==> src/rtl/pipeline_sequencer.sv <==
// pipeline_sequencer: run/step/abort control for a 5-stage pipeline.
// It holds the pipeline frozen while idle. It runs or single-steps it on command.
// It drains the pipeline for DRAIN_CYCLES after a HALT instruction reaches decode.
// It also produces the load-use stall, PC enable and IF/ID flush controls.
// Optional feature: define HAZARD_DETECT_EN to enable load-use hazard detection;
// without it the stall request is tied low.
//
// Handshake: a command is accepted on a rising edge where i_cmd_valid and
// o_cmd_ready are both 1. o_cmd_ready depends only on the current state, never
// on i_cmd_valid. Commands presented while o_cmd_ready=0 are not consumed.
module pipeline_sequencer #(
    parameter int DRAIN_CYCLES = 4,
    parameter int NB_CNT       = 32
) (
    input  logic              clk,
    input  logic              i_rst_n,
    input  logic              i_cmd_valid,
    input  logic [1:0]        i_cmd,
    output logic              o_cmd_ready,
    input  logic              i_stop,
    input  logic [4:0]        i_id_rs,
    input  logic [4:0]        i_id_rt,
    input  logic              i_ex_memRead,
    input  logic [4:0]        i_ex_rt,
    input  logic              i_jump,
    output logic              o_halt,
    output logic              o_stall,
    output logic              o_pc_en,
    output logic              o_flush_if,
    output logic              o_busy,
    output logic              o_done,
    output logic [2:0]        o_state,
    output logic [NB_CNT-1:0] o_cycle_count
);

    typedef enum logic [2:0] {
        S_IDLE  = 3'd0,
        S_RUN   = 3'd1,
        S_STEP  = 3'd2,
        S_DRAIN = 3'd3,
        S_DONE  = 3'd4
    } state_t;

    localparam logic [1:0] CMD_NOP   = 2'b00;
    localparam logic [1:0] CMD_RUN   = 2'b01;
    localparam logic [1:0] CMD_STEP  = 2'b10;
    localparam logic [1:0] CMD_ABORT = 2'b11;

    // Drain counter only has to reach DRAIN_CYCLES-1.
    localparam int DW = (DRAIN_CYCLES > 2) ? $clog2(DRAIN_CYCLES) : 1;

    state_t          state;
    state_t          state_next;
    logic [DW-1:0]   drain_cnt;
    logic            drain_last;
    logic            cmd_acc;
    logic            abort_acc;
    logic            hz;

    assign cmd_acc    = i_cmd_valid && o_cmd_ready;
    assign abort_acc  = cmd_acc && (i_cmd == CMD_ABORT);
    assign drain_last = (drain_cnt == DW'(DRAIN_CYCLES - 1));
    assign o_state    = state;

`ifdef HAZARD_DETECT_EN
    // Load in EX writing a register that the instruction in ID reads; r0 never hazards.
    assign hz = i_ex_memRead && (i_ex_rt != 5'd0) &&
                ((i_ex_rt == i_id_rs) || (i_ex_rt == i_id_rt));
`else
    logic unused_hazard_inputs;
    assign unused_hazard_inputs = ^{i_ex_memRead, i_ex_rt, i_id_rs, i_id_rt};
    assign hz = 1'b0;
`endif

    // State register; reset parks the sequencer in IDLE immediately.
    always_ff @(posedge clk or negedge i_rst_n) begin
        if (!i_rst_n) begin
            state <= S_IDLE;
        end else begin
            state <= state_next;
        end
    end

    // Next-state logic. In RUN, an accepted abort beats a simultaneous HALT.
    always_comb begin
        state_next = state;
        case (state)
            S_IDLE: begin
                if (cmd_acc && (i_cmd == CMD_RUN)) begin
                    state_next = S_RUN;
                end else if (cmd_acc && (i_cmd == CMD_STEP)) begin
                    state_next = S_STEP;
                end
            end
            S_RUN: begin
                if (abort_acc) begin
                    state_next = S_IDLE;
                end else if (i_stop) begin
                    state_next = S_DRAIN;
                end
            end
            S_STEP: begin
                state_next = i_stop ? S_DRAIN : S_IDLE;
            end
            S_DRAIN: begin
                if (drain_last) begin
                    state_next = S_DONE;
                end
            end
            S_DONE: begin
                if (abort_acc) begin
                    state_next = S_IDLE;
                end
            end
            default: begin
                state_next = S_IDLE;
            end
        endcase
    end

    // State-decoded outputs: readiness, freeze and status flags.
    always_comb begin
        o_cmd_ready = 1'b0;
        o_halt      = 1'b0;
        o_busy      = 1'b0;
        o_done      = 1'b0;
        case (state)
            S_IDLE: begin
                o_cmd_ready = 1'b1;
                o_halt      = 1'b1;
            end
            S_RUN: begin
                o_cmd_ready = 1'b1;
                o_busy      = 1'b1;
            end
            S_STEP: begin
                o_busy = 1'b1;
            end
            S_DRAIN: begin
                o_busy = 1'b1;
            end
            S_DONE: begin
                o_cmd_ready = 1'b1;
                o_halt      = 1'b1;
                o_done      = 1'b1;
            end
            default: begin
                o_cmd_ready = 1'b1;
                o_halt      = 1'b1;
            end
        endcase
    end

    // Pipeline controls: a stall suppresses both the PC update and the flush.
    // The PC also stops in DRAIN so that no new instructions enter the pipeline.
    always_comb begin
        o_stall    = hz && !o_halt;
        o_pc_en    = !o_halt && !o_stall && (state != S_DRAIN);
        o_flush_if = i_jump && !o_halt && !o_stall;
    end

    // Drain counter: counts DRAIN cycles and sits at 0 in every other state.
    always_ff @(posedge clk or negedge i_rst_n) begin
        if (!i_rst_n) begin
            drain_cnt <= '0;
        end else if ((state == S_DRAIN) && !drain_last) begin
            drain_cnt <= drain_cnt + DW'(1);
        end else begin
            drain_cnt <= '0;
        end
    end

    // Unhalted-cycle counter. It saturates at all-ones. An accepted abort clears it.
    always_ff @(posedge clk or negedge i_rst_n) begin
        if (!i_rst_n) begin
            o_cycle_count <= '0;
        end else if (abort_acc) begin
            o_cycle_count <= '0;
        end else if (!o_halt && (o_cycle_count != {NB_CNT{1'b1}})) begin
            o_cycle_count <= o_cycle_count + NB_CNT'(1);
        end
    end

endmodule

==> config.mk <==
export PLATFORM = sky130hd
export DESIGN_NAME = pipeline_sequencer
export DESIGN_NICKNAME = d
export VERILOG_FILES = /design/src/rtl/pipeline_sequencer.sv
export SDC_FILE = /design/constraint.sdc
export NUM_CORES = 1
export LEC_CHECK = 0
export BUFFER_PORTS_ARGS = -buffer_cell sky130_fd_sc_hd__buf_4
export CORE_MARGIN = 4
export CORE_UTILIZATION = 45
export CTS_BUF_LIST = sky130_fd_sc_hd__clkbuf_8
export CTS_CLUSTER_SIZE = 16
export DETAILED_ROUTE_END_ITERATION = 10
export GPL_TIMING_DRIVEN = 0
export PLACE_DENSITY = 0.83
export SYNTH_ARGS = -nofsm -noshare
export SYNTH_HDL_FRONTEND = slang
export SYNTH_SLANG_ARGS = --single-unit
==> constraint.sdc <==
create_clock -name clk -period 2 [get_ports clk]
set_input_delay 0.1 -clock clk [delete_from_list [all_inputs] [get_ports clk]]
set_output_delay 0.1 -clock clk [all_outputs]
set_load 0.01 [all_outputs]
==> key figures, run 1 <==
Run status
  – Status: complete, but fails checks
  – Failing checks: setup timing

Critical path
  – Crit path cell chain: nand4_1 -> buf_4 -> nor4_4 -> a31o_2 -> buf_6 -> clkbuf_16 -> o31ai_2 -> a21oi_1
  – Crit-path slowest cell: dfrtp_2
  – FF-to-FF path depth: 8
  – CP Capture Type: register
  – Crit path arrival time: 2.28 ns
  – CP Data Required Time: 2.22 ns
  – Maximum fanout along the worst path: 6
  – Reg-to-reg slack, setup: -0.06 ns
  – CP bufs+invs: 3
  – CP Class: reg -> reg
  – Critical Path Source Type: register
  – Cell family with most CP delay: buffers and inverters
  – CP peak stage delay: 0.42 ns
  – Worst r2r src: o_cycle_count[11]$_DFFE_PN0P_
  – Total stage count of the critical path: 8
  – Reg-to-Reg End: o_cycle_count[25]$_DFFE_PN0P_

Synthesis
  – Post-synthesis simple-gate area fraction: 0.297
  – Main combinational cell family by area after synthesis: simple AND/OR/NAND/NOR gates
  – Post-synthesis xor/xnor area fraction: 0.0525
  – Mapped Cells: 240
  – Post-synth EDFFs: 0
  – Mean Syn Cell Area: 9.03 um^2
  – Post-synthesis compound-gate area fraction: 0.163
  – Number of distinct library cells after synthesis: 43
  – Synth Area in Adders: 0.0115
  – Ys Warns: 0
  – Synth Flop Type: dfrtp_1
  – Syn Nets: 265
  – Mapped cell area: 2170 um^2
  – Number of synthesized register bits: 37
  – Mux cell area share after synthesis: 0.00924
  – Asr flop ratio synth: 1.00
  – Register area share after synthesis: 0.427

STA
  – Final setup vio count: 15
  – Final Hold Vio Count: 0
  – Final worst slack: -0.0600 ns
  – Unrepaired setup endpoints after global routing: yes
  – Setup TNS: -0.303 ns
  – Clock Skews: 0.00582 ns
  – Final Critical Period: 2.06 ns
  – Fin crit share: 1.03
  – Rel. slew slack: 0.539
  – Max Freq: 485 MHz
  – Slew Viols, Final: 0
  – Worst Tran Pin Value: 0.691 ns

Layout
  – Share of cells above drive strength 1: 0.460
  – Multi-input logic area: 1340 um^2
  – Fill cells: 319
  – Nets@finish: 359
  – Diode count: 0
  – Area Overhead vs Synth: 48.6%
  – Total area of sequential cells: 937 um^2
  – Design area: 3220 um^2

Flow run
  – Max-cap violations: 0

Min path
  – Hold crit path type: in -> reg
  – Hold Crit Start: i_cmd_valid
  – Hold path depth: 3
  – Hold EP: o_state[0]$_DFFE_PN0P_

Place
  – DP Area: 2580 um^2
  – Input/output buffers: 47
  – RePlAce Congestion: 0.852
  – DP HPWL: 3980 um

Global routing
  – GR Overflow Total: 0
  – Largest net degree at the start of global routing: 38
  – Number of global-route vias before repair: 2,131
  – GRT Overall Usage: 0.209
  – First-pass GRT wire length: 10,200 um
  – Initial antenna violation count: 0

Die
  – Die area: 5990 um^2
  – # rows: 24
  – Die width: 77.4 um
  – Total core area: 4500 um^2
  – Effective utilization at floorplan: 0.481
  – Die H: 77.4 um
  – IO Count: 65

Routing
  – 1st-iter DRT viols: 247
  – DRC errors left: 0
  – DRT Wirelength: 7010 um
  – Via count: 2,366
  – Via density: 6.11
  – WL/cell: 18.1 um
  – DR pass1 iterations: 5
  – Antenna Violating Nets Remaining: 0

Power
  – Leak: 1.46 nW
  – Internal cell power: 2.06 mW
  – Seq pwr share: 0.322
  – VDD IR-drop max: 0.000755 V
  – Clock share of power: 0.174
  – Pwr Total: 3.36 mW
  – Switching Fraction: 0.386
  – Combinational share of power: 0.504
  – Switching power total: 1.30 mW
  – Power density cells: 1040 nW/um^2

Clocking
  – Clock slew seen by the registers of the worst setup and hold paths: 0.07 ns
  – H-tree Lvls: 2
  – Clock root buffer: clkbuf_8
  – Clock buffer depth: 2
  – Clock buffer count from CTS: 5
  – Clock Sinks: 37
  – CTS tree: built
  – Skew-Pair Late Insertion Delay: 0.29 ns
-- layout by cell type, fill, tap and decap left out, types with 9 or more instances in the layout --
| cell type | instances |
|---|---|
| buf_4 | 85 |
| dfrtp_2 | 9 |
| or3_1 | 9 |
| xnor2_1 | 11 |
| nand2_1 | 20 |
| dfrtp_1 | 28 |
| nand3_1 | 14 |
| a21oi_1 | 13 |
| nor2_1 | 18 |
-- state kept, by name, indices dropped and copies added, names as in the netlist --
name           count
o_cycle_count     32
o_state            3
drain_cnt          2
-- layout make-up --
class                      count  area share
buffer                        10      0.0253
clock buffer                   7      0.0299
clock inverter                 1     0.00155
inverter                       5     0.00583
multi-input combinational    187       0.416
sequential                    37       0.291
tap                           52      0.0202
timing repair buffer          88       0.210
-- stage by stage --
stage	hold slack, ns	util	setup WS, ns	cells
2_1_floorplan	-0.196	-	0.00203	240
3_3_place_gp	0.0906	0.574	-0.250	339
3_5_place_dp	0.0906	0.574	-0.310	339
4_1_cts	0.146	0.647	0.000836	368
5_1_grt	0.160	0.715	-0.133	387
6_report	0.154	0.715	-0.0600	387
-- cells by family after synthesis --
family,Yosys count
XOR/XNOR,13
AO/OA/AOI/OAI,57
flip-flops,37
other,1
AND/OR/NAND/NOR,112
multiplexers,2
adder cells (fa/ha/maj),2
buffers and inverters,16
-- synthesized netlist by cell type (4+ instances only) --
master     n  share of area
a211oi_1   4          0.014
a21oi_1   21          0.048
and3_1     6          0.017
clkbuf_1   4         0.0069
dfrtp_1   37           0.43
inv_1      5         0.0087
nand2_1   20          0.035
nand3_1   15          0.035
nand4_1    7          0.020
nor2_1    19          0.033
nor4_1     5          0.014
o21ai_0   12          0.028
o31ai_1   10          0.035
or3_1      9          0.026
or4_1     11          0.038
xnor2_1   11          0.044
-- worst max path at each step --
stage,to,from,slack [ns]
3_3_place_gp,o_cycle_count[15]$_DFFE_PN0P_,o_cycle_count[11]$_DFFE_PN0P_,-0.25
4_1_cts,o_cycle_count[29]$_DFFE_PN0P_,o_cycle_count[12]$_DFFE_PN0P_,0.0008
2_1_floorplan,o_cycle_count[27]$_DFFE_PN0P_,o_cycle_count[2]$_DFFE_PN0P_,0.002
6_report,o_cycle_count[25]$_DFFE_PN0P_,o_cycle_count[11]$_DFFE_PN0P_,-0.06
5_1_grt,o_cycle_count[25]$_DFFE_PN0P_,o_cycle_count[14]$_DFFE_PN0P_,-0.13
3_5_place_dp,o_cycle_count[15]$_DFFE_PN0P_,o_cycle_count[11]$_DFFE_PN0P_,-0.31
-- power groups by stage --
stage | registers (mW) | clock network, mW | logic, mW
floorplan | 1.12 | 0 | 0.628
global placement | 1.09 | 0 | 1.16
detailed placement | 1.10 | 0 | 1.19
CTS | 1.07 | 0.591 | 1.37
global route | 1.10 | 0.629 | 1.80
finish | 1.08 | 0.584 | 1.70
-- what timing repair did --
item,4_1_cts,5_1_grt
resized for setup,20,46
endpoints found under the hold margin,37,0
pin swaps,8,27
cloned,0,3
setup buffers,20,17
hold buffers,1,0
endpoints found under the setup margin,31,20
-- tightest hold or removal path, stage by stage --
cell,delay (ns)
buf_4,0.09
a211oi_1,0.07
a21oi_1,0.14
-- layer usage --
metal  routed length [um]  global-route usage  up-vias
li1                     -                   -     1078
met1                 2750               0.258     1139
met2                 3540               0.359      125
met3                  553              0.0498       24
met4                  163              0.0730        0
met5                    0                   0        -
Power figures use the tool's default switching activity.
==> inputs of run 2 (changes only) <==
--- a/config.mk
+++ b/config.mk
@@ -6,13 +6,15 @@
 export NUM_CORES = 1
 export LEC_CHECK = 0
 export BUFFER_PORTS_ARGS = -buffer_cell sky130_fd_sc_hd__buf_4
+export CORE_ASPECT_RATIO = 0.9
 export CORE_MARGIN = 4
 export CORE_UTILIZATION = 45
 export CTS_BUF_LIST = sky130_fd_sc_hd__clkbuf_8
 export CTS_CLUSTER_SIZE = 16
 export DETAILED_ROUTE_END_ITERATION = 10
 export GPL_TIMING_DRIVEN = 0
-export PLACE_DENSITY = 0.83
+export PLACE_DENSITY = 0.8
+export RECOVER_POWER = 50
 export SYNTH_ARGS = -nofsm -noshare
 export SYNTH_HDL_FRONTEND = slang
 export SYNTH_SLANG_ARGS = --single-unit
==> constraint.sdc (replaced) <==
create_clock -name clk -period 2.64 [get_ports clk]
set_input_delay 0.132 -clock clk [delete_from_list [all_inputs] [get_ports clk]]
set_output_delay 0.132 -clock clk [all_outputs]
set_load 0.01 [all_outputs]
==> key figures, run 2 (same netlist as run 1, synthesis figures left out) <==
Run status
  – Status: complete, but fails checks (unchanged)
  – Failing checks: capacitance limit, slew limit (was setup timing)

Die
  – IO Count: 65 (unchanged)
  – Die H: 73.8 um (was 77.4 um)
  – Die width: 81.2 um (was 77.4 um)
  – # rows: 23 (was 24)
  – Total core area: 4550 um^2 (was 4500 um^2)
  – Die area: 5990 um^2 (about the same)
  – Effective utilization at floorplan: 0.477 (was 0.481)

Routing
  – DRT Wirelength: 5710 um (was 7010 um)
  – DR pass1 iterations: 4 (was 5)
  – WL/cell: 15.9 um (was 18.1 um)
  – DRC errors left: 0 (unchanged)
  – 1st-iter DRT viols: 149 (was 247)
  – Antenna Violating Nets Remaining: 0 (unchanged)
  – Via density: 5.84 (was 6.11)
  – Via count: 2,089 (was 2,366)

Clocking
  – Clock buffer depth: 2 (unchanged)
  – Clock root buffer: clkbuf_8 (unchanged)
  – Skew-Pair Late Insertion Delay: 0.30 ns (was 0.29 ns)
  – Clock slew seen by the registers of the worst setup and hold paths: 0.08 ns (was 0.07 ns)
  – Clock buffer count from CTS: 5 (unchanged)
  – CTS tree: built (unchanged)
  – H-tree Lvls: 2 (unchanged)
  – Clock Sinks: 37 (unchanged)
  – Post_cts resized: 0 (was 20)
  – Post-CTS setup buffer count: 0 (was 20)

STA
  – Setup TNS: 0 ns (was -0.303 ns)
  – Slew Viols, Final: 38 (was 0)
  – Final setup vio count: 0 (was 15)
  – Max Freq: 426 MHz (was 485 MHz)
  – Worst Tran Pin Value: 1.99 ns (was 0.691 ns)
  – Unrepaired setup endpoints after global routing: no (was yes)
  – Final Hold Vio Count: 0 (unchanged)
  – Final Critical Period: 2.35 ns (was 2.06 ns)
  – Fin crit share: 0.888 (was 1.03)
  – Clock Skews: 0.00540 ns (was 0.00582 ns)
  – Rel. slew slack: -0.326 (was 0.539)

Critical path
  – Maximum fanout along the worst path: 10 (was 6)
  – Worst r2r src: o_cycle_count[12]$_DFFE_PN0P_ (was o_cycle_count[11]$_DFFE_PN0P_)
  – CP Capture Type: register (unchanged)
  – Crit path arrival time: 2.57 ns (was 2.28 ns)
  – CP Class: reg -> reg (unchanged)
  – Critical Path Source Type: register (unchanged)
  – CP Data Required Time: 2.86 ns (was 2.22 ns)
  – Crit path from: o_cycle_count[12]$_DFFE_PN0P_ (was o_cycle_count[11]$_DFFE_PN0P_)

Power
  – Leak: 1.10 nW (was 1.46 nW)
  – Clock share of power: 0.189 (was 0.174)
  – Seq pwr share: 0.399 (was 0.322)
  – Switching power total: 0.841 mW (was 1.30 mW)
  – Internal cell power: 1.21 mW (was 2.06 mW)
  – Switching Fraction: 0.409 (was 0.386)
  – VDD IR-drop max: 0.000522 V (was 0.000755 V)
  – Power density cells: 786 nW/um^2 (was 1040 nW/um^2)
  – Combinational share of power: 0.412 (was 0.504)

Min path
  – Hold Crit Start: i_cmd_valid (unchanged)
  – Hold crit path type: in -> reg (unchanged)

Layout
  – Fill cells: 446 (was 319)
  – Max reg flops: 32 (unchanged)
  – Area Overhead vs Synth: 20.5% (was 48.6%)
  – Largest reg by FF count: o_cycle_count (unchanged)
  – Most frequent cells in the layout: dfrtp_1 (37), buf_4 (29), clkbuf_1 (25), a21oi_1 (21), nand2_1 (20) (was buf_4 (85), dfrtp_1 (28), nand2_1 (20), nor2_1 (18), nand3_1 (14))
  – Commonest non-fill, non-tap cell in the layout: dfrtp_1 (was buf_4)
  – Diode count: 0 (unchanged)
  – Share of cells above drive strength 1: 0.166 (was 0.460)
  – Finished Layout Cells: 358 (was 387)
  – Nets@finish: 320 (was 359)
  – Design area: 2610 um^2 (was 3220 um^2)

Place
  – Input/output buffers: 47 (unchanged)
  – RePlAce Congestion: 0.821 (was 0.852)
  – Placed Instances: 349 (was 339)
  – DP Area: 2600 um^2 (was 2580 um^2)
  – DP HPWL: 4150 um (was 3980 um)

Global routing
  – Initial antenna violation count: 0 (unchanged)
  – GRT Overall Usage: 0.205 (was 0.209)
  – Number of global-route vias before repair: 1,972 (was 2,131)
  – First-pass GRT wire length: 9500 um (was 10,200 um)
  – Largest net degree at the start of global routing: 38 (unchanged)
  – GR Overflow Total: 0 (unchanged)

Flow run
  – Max-cap violations: 1 (was 0)
-- run 2: power by group through the flow --
stage / Combinational, mW / Sequential [mW] / Clock, mW
final: 0.846 / 0.820 / 0.387
after global routing: 0.936 / 0.842 / 0.412
after CTS: 0.908 / 0.820 / 0.385
after detailed placement: 0.906 / 0.828 / 0
after global placement: 0.884 / 0.821 / 0
after floorplan: 0.476 / 0.849 / 0
-- run 2: what timing repair did --
action / CTS / global route
endpoints found under the setup margin: 0 / 0
endpoints found under the hold margin: 37 / 0
hold buffers: 1 / 0
-- run 2: area by class of cell --
class,count,area (um^2),share of cell area
multi-input combinational,187,1160,0.444
buffer,11,63.8,0.0244
clock buffer,5,68.8,0.0264
tap,62,77.6,0.0297
sequential,37,926,0.355
inverter,5,18.8,0.00719
clock inverter,3,13.8,0.00527
timing repair buffer,48,284,0.109
-- run 2: metal layers --
layer,vias up,track usage,part of all wire
li1,1003,-,-
met1,1015,0.279,0.44
met2,65,0.335,0.48
met3,6,0.0343,0.065
met4,0,0.0600,0.013
met5,-,0,0
-- run 2: path summary, 6_finish.rpt --
kind | endpoint | slack (ns) | cells past startpoint
min in group asynchronous | o_cycle_count[22]$_DFFE_PN0P_ | 0.92 | 2
hold / removal | o_state[0]$_DFFE_PN0P_ | 0.16 | 3
max in group asynchronous | o_cycle_count[3]$_DFFE_PN0P_ | 0.57 | 2
setup / recovery | o_cycle_count[15]$_DFFE_PN0P_ | 0.29 | 7
setup reg to reg | o_cycle_count[15]$_DFFE_PN0P_ | 0.29 | 7
hold reg to reg | drain_cnt[0]$_DFF_PN0_ | 0.43 | 1
-- run 2: per-stage QoR --
stage | power [mW] | hold slack [ns] | worst slack (ns) | utilization
floorplan | 1.33 | -0.164 | 0.642 | -
global placement | 1.71 | 0.125 | 0.394 | 0.571
detailed placement | 1.73 | 0.122 | 0.317 | 0.571
CTS | 2.11 | 0.163 | 0.291 | 0.592
global route | 2.19 | 0.165 | 0.0431 | 0.574
finish | 2.05 | 0.157 | 0.295 | 0.574
-- run 2: critical path, cell delays in order, from the launching register on --
cell	delay, ns
dfrtp_1	0.45
nand4_1	0.23
nor4_2	0.64
a31o_2	0.31
buf_4	0.19
buf_4	0.20
o21ai_0	0.10
a21oi_1	0.15
==> inputs of run 3 (changes only) <==
--- a/config.mk
+++ b/config.mk
@@ -10,6 +10,7 @@
 export CORE_MARGIN = 4
 export CORE_UTILIZATION = 45
 export CTS_BUF_LIST = sky130_fd_sc_hd__clkbuf_8
+export CTS_CLUSTER_DIAMETER = 60
 export CTS_CLUSTER_SIZE = 16
 export DETAILED_ROUTE_END_ITERATION = 10
 export GPL_TIMING_DRIVEN = 0
==> constraint.sdc (replaced) <==
create_clock -name clk -period 2.64 [get_ports clk]
set_input_delay 0.132 -clock clk [delete_from_list [all_inputs] [get_ports clk]]
set_output_delay 0.132 -clock clk [all_outputs]
set_load 0.1 [all_outputs]
==> key figures, run 3 (same netlist as run 1, synthesis figures left out) <==
Power
  – Leak: 1.10 nW (about the same)
  – Pwr Total: 3.15 mW (was 2.05 mW)
  – Power density cells: 1190 nW/um^2 (was 786 nW/um^2)
  – VDD IR-drop max: 0.000861 V (was 0.000522 V)

Place
  – DP Area: 2640 um^2 (was 2600 um^2)
  – DP HPWL: 4070 um (was 4150 um)
  – Pre-CTS WS: 0.335 ns (was 0.317 ns)
  – RePlAce Congestion: 0.865 (was 0.821)
  – Input/output buffers: 47 (unchanged)

STA
  – Final setup vio count: 0 (unchanged)
  – Fin crit share: 0.885 (was 0.888)
  – Worst Tran Pin Value: 1.19 ns (was 1.99 ns)
  – Final worst slack: 0.304 ns (was 0.295 ns)
  – Final Critical Period: 2.34 ns (was 2.35 ns)
  – Rel. slew slack: 0.209 (was -0.326)
  – Slew Viols, Final: 0 (was 38)
  – Clock Skews: 0.00405 ns (was 0.00540 ns)
  – Unrepaired setup endpoints after global routing: no (unchanged)
  – Final Hold Vio Count: 0 (unchanged)
  – Max Freq: 428 MHz (was 426 MHz)

Layout
  – Design area: 2660 um^2 (was 2610 um^2)
  – Area Overhead vs Synth: 22.7% (was 20.5%)
  – Commonest non-fill, non-tap cell in the layout: dfrtp_1 (unchanged)
  – Final Util: 0.585 (was 0.574)
  – Max reg flops: 32 (unchanged)
  – Share of cells above drive strength 1: 0.189 (was 0.166)
  – Most frequent cells in the layout: dfrtp_1 (34), buf_4 (28), clkbuf_1 (24), a21oi_1 (21), nand2_1 (20) (was dfrtp_1 (37), buf_4 (29), clkbuf_1 (25), a21oi_1 (21), nand2_1 (20))
  – Fill cells: 440 (was 446)
  – Diode count: 0 (unchanged)
  – Nets@finish: 320 (unchanged)
  – Largest reg by FF count: o_cycle_count (unchanged)

Routing
  – DR pass1 iterations: 4 (unchanged)
  – WL/cell: 15.7 um (was 15.9 um)
  – DRC errors left: 0 (unchanged)
  – Metal3 WL: 349 um (was 370 um)
  – Met2 Routed Length: 2600 um (was 2720 um)
  – Wl on met1: 2570 um (was 2540 um)
  – Antenna Violating Nets Remaining: 0 (unchanged)
  – DRT Wirelength: 5640 um (was 5710 um)
  – 1st-iter DRT viols: 115 (was 149)
  – Top sig layer: met4 (unchanged)
  – Via count: 2,110 (was 2,089)
  – Via density: 5.89 (was 5.84)

Critical path
  – Critical Path Source Type: register (unchanged)
  – CP Class: reg -> reg (unchanged)
  – CP Data Required Time: 2.80 ns (was 2.86 ns)
  – Reg-to-Reg End: o_cycle_count[8]$_DFFE_PN0P_ (was o_cycle_count[15]$_DFFE_PN0P_)
  – Crit path arrival time: 2.49 ns (was 2.57 ns)
  – Maximum fanout along the worst path: 10 (unchanged)
  – FF-to-FF path depth: 6 (was 7)
  – Reg-to-reg slack, setup: 0.30 ns (was 0.29 ns)
  – Worst r2r src: o_state[1]$_DFFE_PN0P_ (was o_cycle_count[12]$_DFFE_PN0P_)
  – CP Capture Type: register (unchanged)

Flow run
  – Max-cap violations: 0 (was 1)

Die
  – Effective utilization at floorplan: 0.477 (unchanged)
  – Total core area: 4550 um^2 (unchanged)
  – # rows: 23 (unchanged)
  – Die area: 5990 um^2 (unchanged)
  – Die width: 81.2 um (unchanged)
  – IO Count: 65 (unchanged)
  – Die H: 73.8 um (unchanged)

Clocking
  – Clock buffer depth: 2 (unchanged)
  – H-tree Lvls: 2 (unchanged)
  – Clock root buffer: clkbuf_8 (unchanged)
  – Clock buffer count from CTS: 5 (unchanged)
  – Clock Sinks: 37 (unchanged)
  – Clock slew seen by the registers of the worst setup and hold paths: 0.07 ns (was 0.08 ns)
  – Skew-Pair Late Insertion Delay: 0.29 ns (was 0.30 ns)
  – CTS tree: built (unchanged)
  – Post_cts resized: 0 (unchanged)

Global routing
  – Number of global-route vias before repair: 1,931 (was 1,972)
  – Initial antenna violation count: 0 (unchanged)
  – First-pass GRT wire length: 9520 um (was 9500 um)
  – GRT Overall Usage: 0.207 (was 0.205)
  – Largest net degree at the start of global routing: 38 (unchanged)
  – GR Overflow Total: 0 (unchanged)

Min path
  – Hold path depth: 3 (unchanged)
  – Hold Crit Start: i_cmd_valid (unchanged)
  – Hold crit path type: in -> reg (unchanged)
  – Hold EP: o_state[0]$_DFFE_PN0P_ (unchanged)

Run status
  – Status: completed (was complete, but fails checks)
-- run 3: cell types whose count changed in the layout (fill, tap and decap cells not counted), moves of 2 or more --
| cell | delta |
|---|---|
| dfrtp_1 | -3 |
| clkinvlp_4 | +2 |
| dfrtp_2 | +2 |
| inv_1 | -2 |
| o21ai_0 | -2 |
| o21ai_1 | +2 |
-- run 3: final cells by class --
cell class / count / area, um^2 / share of cell area
Tap cell: 62 / 77.6 / 0.0292
Inverter: 5 / 26.3 / 0.00988
Clock buffer: 5 / 68.8 / 0.0259
Sequential cell: 37 / 932 / 0.351
Buffer: 11 / 76.3 / 0.0287
Clock inverter: 3 / 13.8 / 0.00518
Timing Repair Buffer: 48 / 285 / 0.107
Multi-Input combinational cell: 187 / 1180 / 0.443
-- run 3: power by group --
part           switching [mW]  internal [mW]
Sequential              0.140          0.689
Clock                   0.209          0.179
Combinational            1.54          0.393
-- run 3: what timing repair did --
| action | CTS | global route |
|---|---|---|
| hold buffers | 1 | 0 |
| setup buffers | 0 | 0 |
| endpoints found under the hold margin | 37 | 0 |
-- run 3: stage by stage --
stage | setup TNS, ns | hold slack (ns) | cells
3_3_place_gp | 0 | 0.122 | 349
4_1_cts | 0 | 0.140 | 358
6_report | 0 | 0.150 | 358
2_1_floorplan | -3.59 | -0.164 | 240
5_1_grt | 0 | 0.168 | 358
3_5_place_dp | 0 | 0.121 | 349
-- run 3: worst max-delay path, stage by stage (launching register included) --
cell	delay, ns
dfrtp_4	0.48
clkbuf_8	0.16
nor2b_1	0.21
nor2_1	0.27
clkbuf_1	0.45
clkbuf_1	0.51
nor2_1	0.12
-- run 3: how the worst max path moves through the flow --
stage                                      start                       endpoint  slack, ns  cells past startpoint
final                     o_state[1]$_DFFE_PN0P_   o_cycle_count[8]$_DFFE_PN0P_       0.30                      6
after global routing      o_state[1]$_DFFE_PN0P_  o_cycle_count[24]$_DFFE_PN0P_       0.11                      6
after CTS                 o_state[1]$_DFFE_PN0P_   o_cycle_count[8]$_DFFE_PN0P_       0.33                      6
after detailed placement  o_state[1]$_DFFE_PN0P_   o_cycle_count[8]$_DFFE_PN0P_       0.33                      6
after global placement    o_state[1]$_DFFE_PN0P_  o_cycle_count[12]$_DFFE_PN0P_       0.38                      6
after floorplan           o_state[1]$_DFFE_PN0P_  o_cycle_count[27]$_DFFE_PN0P_      -0.31                      7
-- run 3: layer usage --
layer / vias to the layer above / global-route usage
li1: 998 / -
met1: 1026 / 0.296
met2: 73 / 0.303
met3: 13 / 0.0392
met4: 0 / 0.0957
met5: - / 0
